## config.mk

```make
export PLATFORM = sky130hd
export DESIGN_NAME = mem_model_channel
export DESIGN_NICKNAME = d
export VERILOG_FILES = /design/src/rtl/mem_model_pkg.sv /design/src/rtl/mem_model_channel.sv
export SDC_FILE = /design/constraint.sdc
export NUM_CORES = 1
export LEC_CHECK = 0
export CORE_ASPECT_RATIO = 1.75
export CORE_MARGIN = 2
export CORE_UTILIZATION = 45
export CTS_CLUSTER_DIAMETER = 50
export DETAILED_ROUTE_END_ITERATION = 8
export GPL_ROUTABILITY_DRIVEN = 0
export PLACE_DENSITY = 0.84
export SETUP_SLACK_MARGIN = 0.2
export SYNTH_ARGS = -nofsm -noshare
export SYNTH_HDL_FRONTEND = slang
export SYNTH_SLANG_ARGS = --single-unit
```

## constraint.sdc

```tcl
create_clock -name clk -period 4.24 [get_ports clk]
set_input_delay 0.636 -clock clk [delete_from_list [all_inputs] [get_ports clk]]
set_output_delay 0.636 -clock clk [all_outputs]
set_load 0.005 [all_outputs]
```

## src/rtl/mem_model_pkg.sv

```systemverilog
// Shared types and constants for the multi-channel memory responder.
package mem_model_pkg;

    localparam int LAT_CNT_BITS = 4;

    typedef enum logic [1:0] {
        IDLE,
        BUSY_R,
        BUSY_W,
        RESP
    } chan_state_t;

    // Counter preload for a given access latency (latency 1..15).
    function automatic logic [LAT_CNT_BITS-1:0] lat_preload(input int latency);
        return LAT_CNT_BITS'(latency - 1);
    endfunction

endpackage

```

## src/rtl/mem_model_channel.sv

```systemverilog
// One request channel: IDLE/BUSY/RESP sequencing, latency counter and
// latched request; the array access itself is done by the parent.
module mem_model_channel
    import mem_model_pkg::*;
#(
    parameter int ADDR_BITS = 8,
    parameter int DATA_BITS = 8,
    parameter int LATENCY   = 2
) (
    input  logic                 clk,
    input  logic                 reset,
    input  logic                 read_valid,
    input  logic [ADDR_BITS-1:0] read_address,
    input  logic                 write_valid,
    input  logic [ADDR_BITS-1:0] write_address,
    input  logic [DATA_BITS-1:0] write_data,
    output logic                 read_ready,
    output logic                 write_ready,
    output logic                 read_fire,
    output logic                 write_fire,
    output logic [ADDR_BITS-1:0] req_addr,
    output logic [DATA_BITS-1:0] req_data
);

    localparam logic [LAT_CNT_BITS-1:0] CNT_LOAD = lat_preload(LATENCY);

    chan_state_t             state_q, state_d;
    logic [LAT_CNT_BITS-1:0] cnt_q, cnt_d;
    logic [ADDR_BITS-1:0]    addr_q, addr_d;
    logic [DATA_BITS-1:0]    data_q, data_d;
    logic                    is_wr_q, is_wr_d;

    always_ff @(posedge clk) begin
        if (reset) begin
            state_q <= IDLE;
            cnt_q   <= '0;
            addr_q  <= '0;
            data_q  <= '0;
            is_wr_q <= 1'b0;
        end else begin
            state_q <= state_d;
            cnt_q   <= cnt_d;
            addr_q  <= addr_d;
            data_q  <= data_d;
            is_wr_q <= is_wr_d;
        end
    end

    always_comb begin
        state_d     = state_q;
        cnt_d       = cnt_q;
        addr_d      = addr_q;
        data_d      = data_q;
        is_wr_d     = is_wr_q;
        read_ready  = 1'b0;
        write_ready = 1'b0;
        read_fire   = 1'b0;
        write_fire  = 1'b0;

        unique case (state_q)
            IDLE: begin
                // A simultaneous write stays pending until the read has responded.
                if (read_valid) begin
                    addr_d  = read_address;
                    cnt_d   = CNT_LOAD;
                    is_wr_d = 1'b0;
                    state_d = BUSY_R;
                end else if (write_valid) begin
                    addr_d  = write_address;
                    data_d  = write_data;
                    cnt_d   = CNT_LOAD;
                    is_wr_d = 1'b1;
                    state_d = BUSY_W;
                end
            end
            BUSY_R, BUSY_W: begin
                if (cnt_q == '0) begin
                    read_fire  = (state_q == BUSY_R);
                    write_fire = (state_q == BUSY_W);
                    state_d    = RESP;
                end else begin
                    cnt_d = cnt_q - LAT_CNT_BITS'(1);
                end
            end
            RESP: begin
                read_ready  = !is_wr_q;
                write_ready = is_wr_q;
                state_d     = IDLE;
            end
            default: state_d = IDLE;
        endcase
    end

    assign req_addr = addr_q;
    assign req_data = data_q;

endmodule

```

# After elaboration in Yosys (flattened, before gate mapping)

Index checks and enable logic that the tools add are counted.

Add/subtract/negate cells: 1
Equal/unequal tests: 6
Mux-type cells: 18
Bitwise operators: 1
Reductions and logical operators: 10

Operator list:

| cell                  | count |
|---|---|
| $mux W8               | 2 |
| $mux W4               | 3 |
| $mux W1               | 8 |
| $pmux W4 S2           | 1 |
| $mux W2               | 3 |
| $pmux W2 S3           | 1 |
| $reduce_and A3 Y1     | 2 |
| $eq A2 B2 Y1 const B  | 2 |
| $logic_not A4 Y1      | 1 |
| $ne A2 B2 Y1 const B  | 2 |
| $reduce_and A2 Y1     | 2 |
| $reduce_bool A2 Y1    | 2 |
| $sub A4 B1 Y4 const B | 1 |
| $ne A3 B3 Y1 const B  | 1 |
| $eq A2 B1 Y1 const B  | 1 |
| $logic_not A2 Y1      | 1 |
| $reduce_or A2 Y1      | 1 |
| $logic_not A1 Y1      | 1 |
| $not A1 Y1            | 1 |

Flip-flop bits (word level): 23
Input port bits: 28
Output and inout bits: 20

# Longest topological paths before layout

Depth after elaboration: 4
Depth in mapped cells: 6

# Worst setup path after synthesis

No wires, ideal clock.

Path kind: register to output
From: register state_q[1]
To: output write_fire
Arrival: 1.183 ns
Data required time: 3.604 ns
Setup slack: 2.421 ns
Cell stages (with the launch flop): 5
Buffers on the path: 1
Cell sequence: dfxtp_1 > inv_1 > ha_1 > clkbuf_1 > and3_1

Cells in the longest elaborated chain, start to end: 3
Elaborated cells on any way between the ends: 5
Classes of those cells: eq/ne (2); mux (2); reduce/logical (1)

RTL lines:

| what                                         | RTL line                                         | RTL |
|---|---|---|
| start: declaration                           | mem_model_channel.sv:27                          | `chan_state_t state_q, state_d;` |
| start signal: assignment                     | mem_model_channel.sv:41                          | `state_q <= state_d;` |
| $eq A2 B2 Y1 or $eq A2 B1 Y1 (tied branches) | mem_model_channel.sv:60, mem_model_channel.sv:79 |  |
| $mux W1 or $reduce_or A2 Y1 (tied branches)  | mem_model_channel.sv:77, mem_model_channel.sv:60 |  |
| $mux W1 *                                    | mem_model_channel.sv:60                          | `unique case (state_q)` |
| end: declaration                             | mem_model_channel.sv:20                          | `output logic write_fire,` |

Mark *: on every way between the ends. The rest lies on a longest branch, timed or not.

# Worst setup path in the final report

Ends and elaborated chain as after synthesis.

==> flow_summary.json <==
{
  "p_leak_uw": 0.0007002,
  "critPathLaunchType": "flip-flop",
  "ys_seq_elements": 23,
  "grtUsageTotal_pct": 18.62,
  "synthCells": 115,
  "cap_violations": 0,
  "ir_drop_uv": 338.6,
  "ios": 48,
  "post-cts-setup-buffers": 0,
  "ys_types": 31,
  "hp-class": "reg2reg",
  "synth-seq-area-share_pct": 40.89,
  "critPathKind": "reg2out",
  "grt_max_degree": 22,
  "syn-num-nets": 149,
  "hold_viol": 0,
  "grt_pass1_wl_um": 4367,
  "required_ps": 3600,
  "cpPeakStageDelay_ps": 500,
  "grt_pass1_vias": 1066,
  "num-nets-final": 195,
  "worstPathMaxFanout": 13,
  "clk_pin_slew_worst_paths_ps": 80,
  "final-setup-viol-count": 0,
  "cp_data_arrival_time_ps": 1960,
  "critPathTopFamily": "buffers and inverters",
  "drtPass1Iterations": 4,
  "core_region_area_mm2": 0.002432,
  "synth.avg_cell_area_um2": 9.792,
  "synth_flop_cell": "dfxtp_1",
  "hpwl_um": 2045,
  "num_vias": 1024,
  "powerDensity_mw_per_mm2": 515.7,
  "chipHeight_um": 70.18,
  "clock_sinks": 23,
  "route.detailed.drc": 0,
  "multi_input_area_um2": 615.6,
  "cts_tree": "done",
  "vias_per_cell": 5.505,
  "syn_area_mm2": 0.001126,
  "dieArea_mm2": 0.002934,
  "cts_buffers": 3,
  "antenna_left": 0,
  "worstSkewPairLatency_ps": 260,
  "clockBufferDepth": 2,
  "rsz0062_at_grt": "false",
  "cpMaxStageDelayCell": "ha_1",
  "status": "completed",
  "area_growth_pct": 46.00,
  "path_buf_inv": 2,
  "synthArstFlopShare_pct": 0,
  "max_freq_ghz": 0.3848,
  "start_util_pct": 46.30,
  "antenna_found_initial": 0,
  "slew_violations": 0,
  "fill_cells": 193,
  "fin_skew_ps": 3.822,
  "synth-edff-count": 0,
  "initialDrtViolationCount": 23,
  "cts_root_buf": "clkbuf_8",
  "fin_setup_tns_ps": 0,
  "relSlewSlack_pct": 48.98,
  "grt.overflow.total": 0,
  "io_buffers": 47,
  "finalCriticalPeriod_ps": 2599,
  "yosys_warnings": 0,
  "worstSetupEndpointType": "output pin",
  "h-tree-depth": 1,
  "wl_per_cell_um": 13.83,
  "diodes": 0,
  "drive_gt1_share_pct": 5.000,
  "floorplan.rows": 24,
  "final-seq-area_um2": 460.4,
  "worst_pin_slew_ps": 763.0,
  "cts_resized": 0,
  "power_uw": 847.8,
  "routed_wl_um": 2573,
  "rrSetupSlack_ps": 2510,
  "fp.dieW_um": 41.82,
  "crit_chain": "inv_1, ha_1, and3_1, clkdlybuf4s50_1",
  "period_share_pct": 61.30,
  "ctsHoldBuffers": 0
}
==> worst reg2reg max path, delay by kind of cell, from the launching register on <==
kind	cells	cell delay [ps]
and+or+nand+nor	1	120
AOI/OAI and AO/OA	2	500
DFF	1	390
buffers and inverters	1	100
adders and majority gates	1	500
==> through the flow <==
stage	worst slack [ps]	cells	cell area (um^2)	util (%)	hold slack, ps
floorplan	2421	115	1126	-	458.8
global placement	1783	182	1598	65.69	471.2
detailed placement	1714	182	1598	65.69	484.0
CTS	1648	186	1644	67.59	495.2
global route	1549	186	1644	67.59	520.3
finish	1641	186	1644	67.59	491.7
==> area by class of cell <==
| class | instances | share of cell area [%] |
|---|---|---|
| sequential | 23 | 28.01 |
| clock buffer | 3 | 2.511 |
| tap | 26 | 1.979 |
| clock inverter | 1 | 0.3044 |
| timing repair buffer | 47 | 28.61 |
| multi-input combinational | 81 | 37.44 |
| inverter | 5 | 1.142 |
==> metal layers <==
metal	vias up	wire (um)	GRT usage [%]
met5	-	0	0
met4	0	59	7.527
met3	8	233	4.134
met2	65	1346	36.28
met1	445	934	17.72
li1	506	-	-
==> logic make-up (layout without fill, tap and decap cells) <==
| group | after synthesis | after routing | synth area share, % |
|---|---|---|---|
| simple gates | 34 | 34 | 16.22 |
| compound gates | 23 | 23 | 15.67 |
| flops | 23 | 23 | 40.89 |
| mux | 18 | 18 | 16.11 |
| buf+inv | 11 | 56 | 4.445 |
| fa+ha+maj | 6 | 6 | 6.666 |
==> cell usage in the layout, fill, tap and decap left out, types with 2 or more instances in the layout <==
master	count
a211oi_1	12
a41oi_1	2
and3_1	2
clkbuf_8	3
clkdlybuf4s50_1	47
dfxtp_1	23
ha_1	6
inv_1	5
mux2i_1	17
nand2_1	3
nor2_1	17
nor3b_2	2
o21a_1	2
or3b_1	2
==> state kept, by name, summed over array words and instances, names as in the netlist <==
signal    cells
req_addr      8
req_data      8
cnt_q         4
state_q       2
is_wr_q       1
==> where the power goes <==
part	switching, uW	internal [uW]	total, uW	leakage [uW]
combinational	192	212	404	0.000486
clock	68.8	65.6	134	0.0000255
sequential	37.7	271	309	0.000189
==> synth_stat cells, types with 2 or more instances <==
library cell	n	area share, %
o21a_1	2	1.3
buf_2	3	1.3
dfxtp_1	23	41
and3_1	2	1.1
a211oi_1	12	8.0
inv_1	5	1.7
or3b_1	2	1.6
nor2_1	17	5.7
nor3b_2	2	2.2
clkbuf_1	2	0.67
ha_1	6	6.7
mux2i_1	17	15
a41oi_1	2	1.6
nand2_1	3	1.0
==> worst paths after layout <==
path	from	cells after the start	to
setup / recovery	state_q[1]	4	write_fire
hold / removal	is_wr_q	2	is_wr_q
setup reg to reg	state_q[1]	5	cnt_q[3]
hold reg to reg	is_wr_q	2	is_wr_q
No activity file was read; power rests on OpenSTA's default activity.
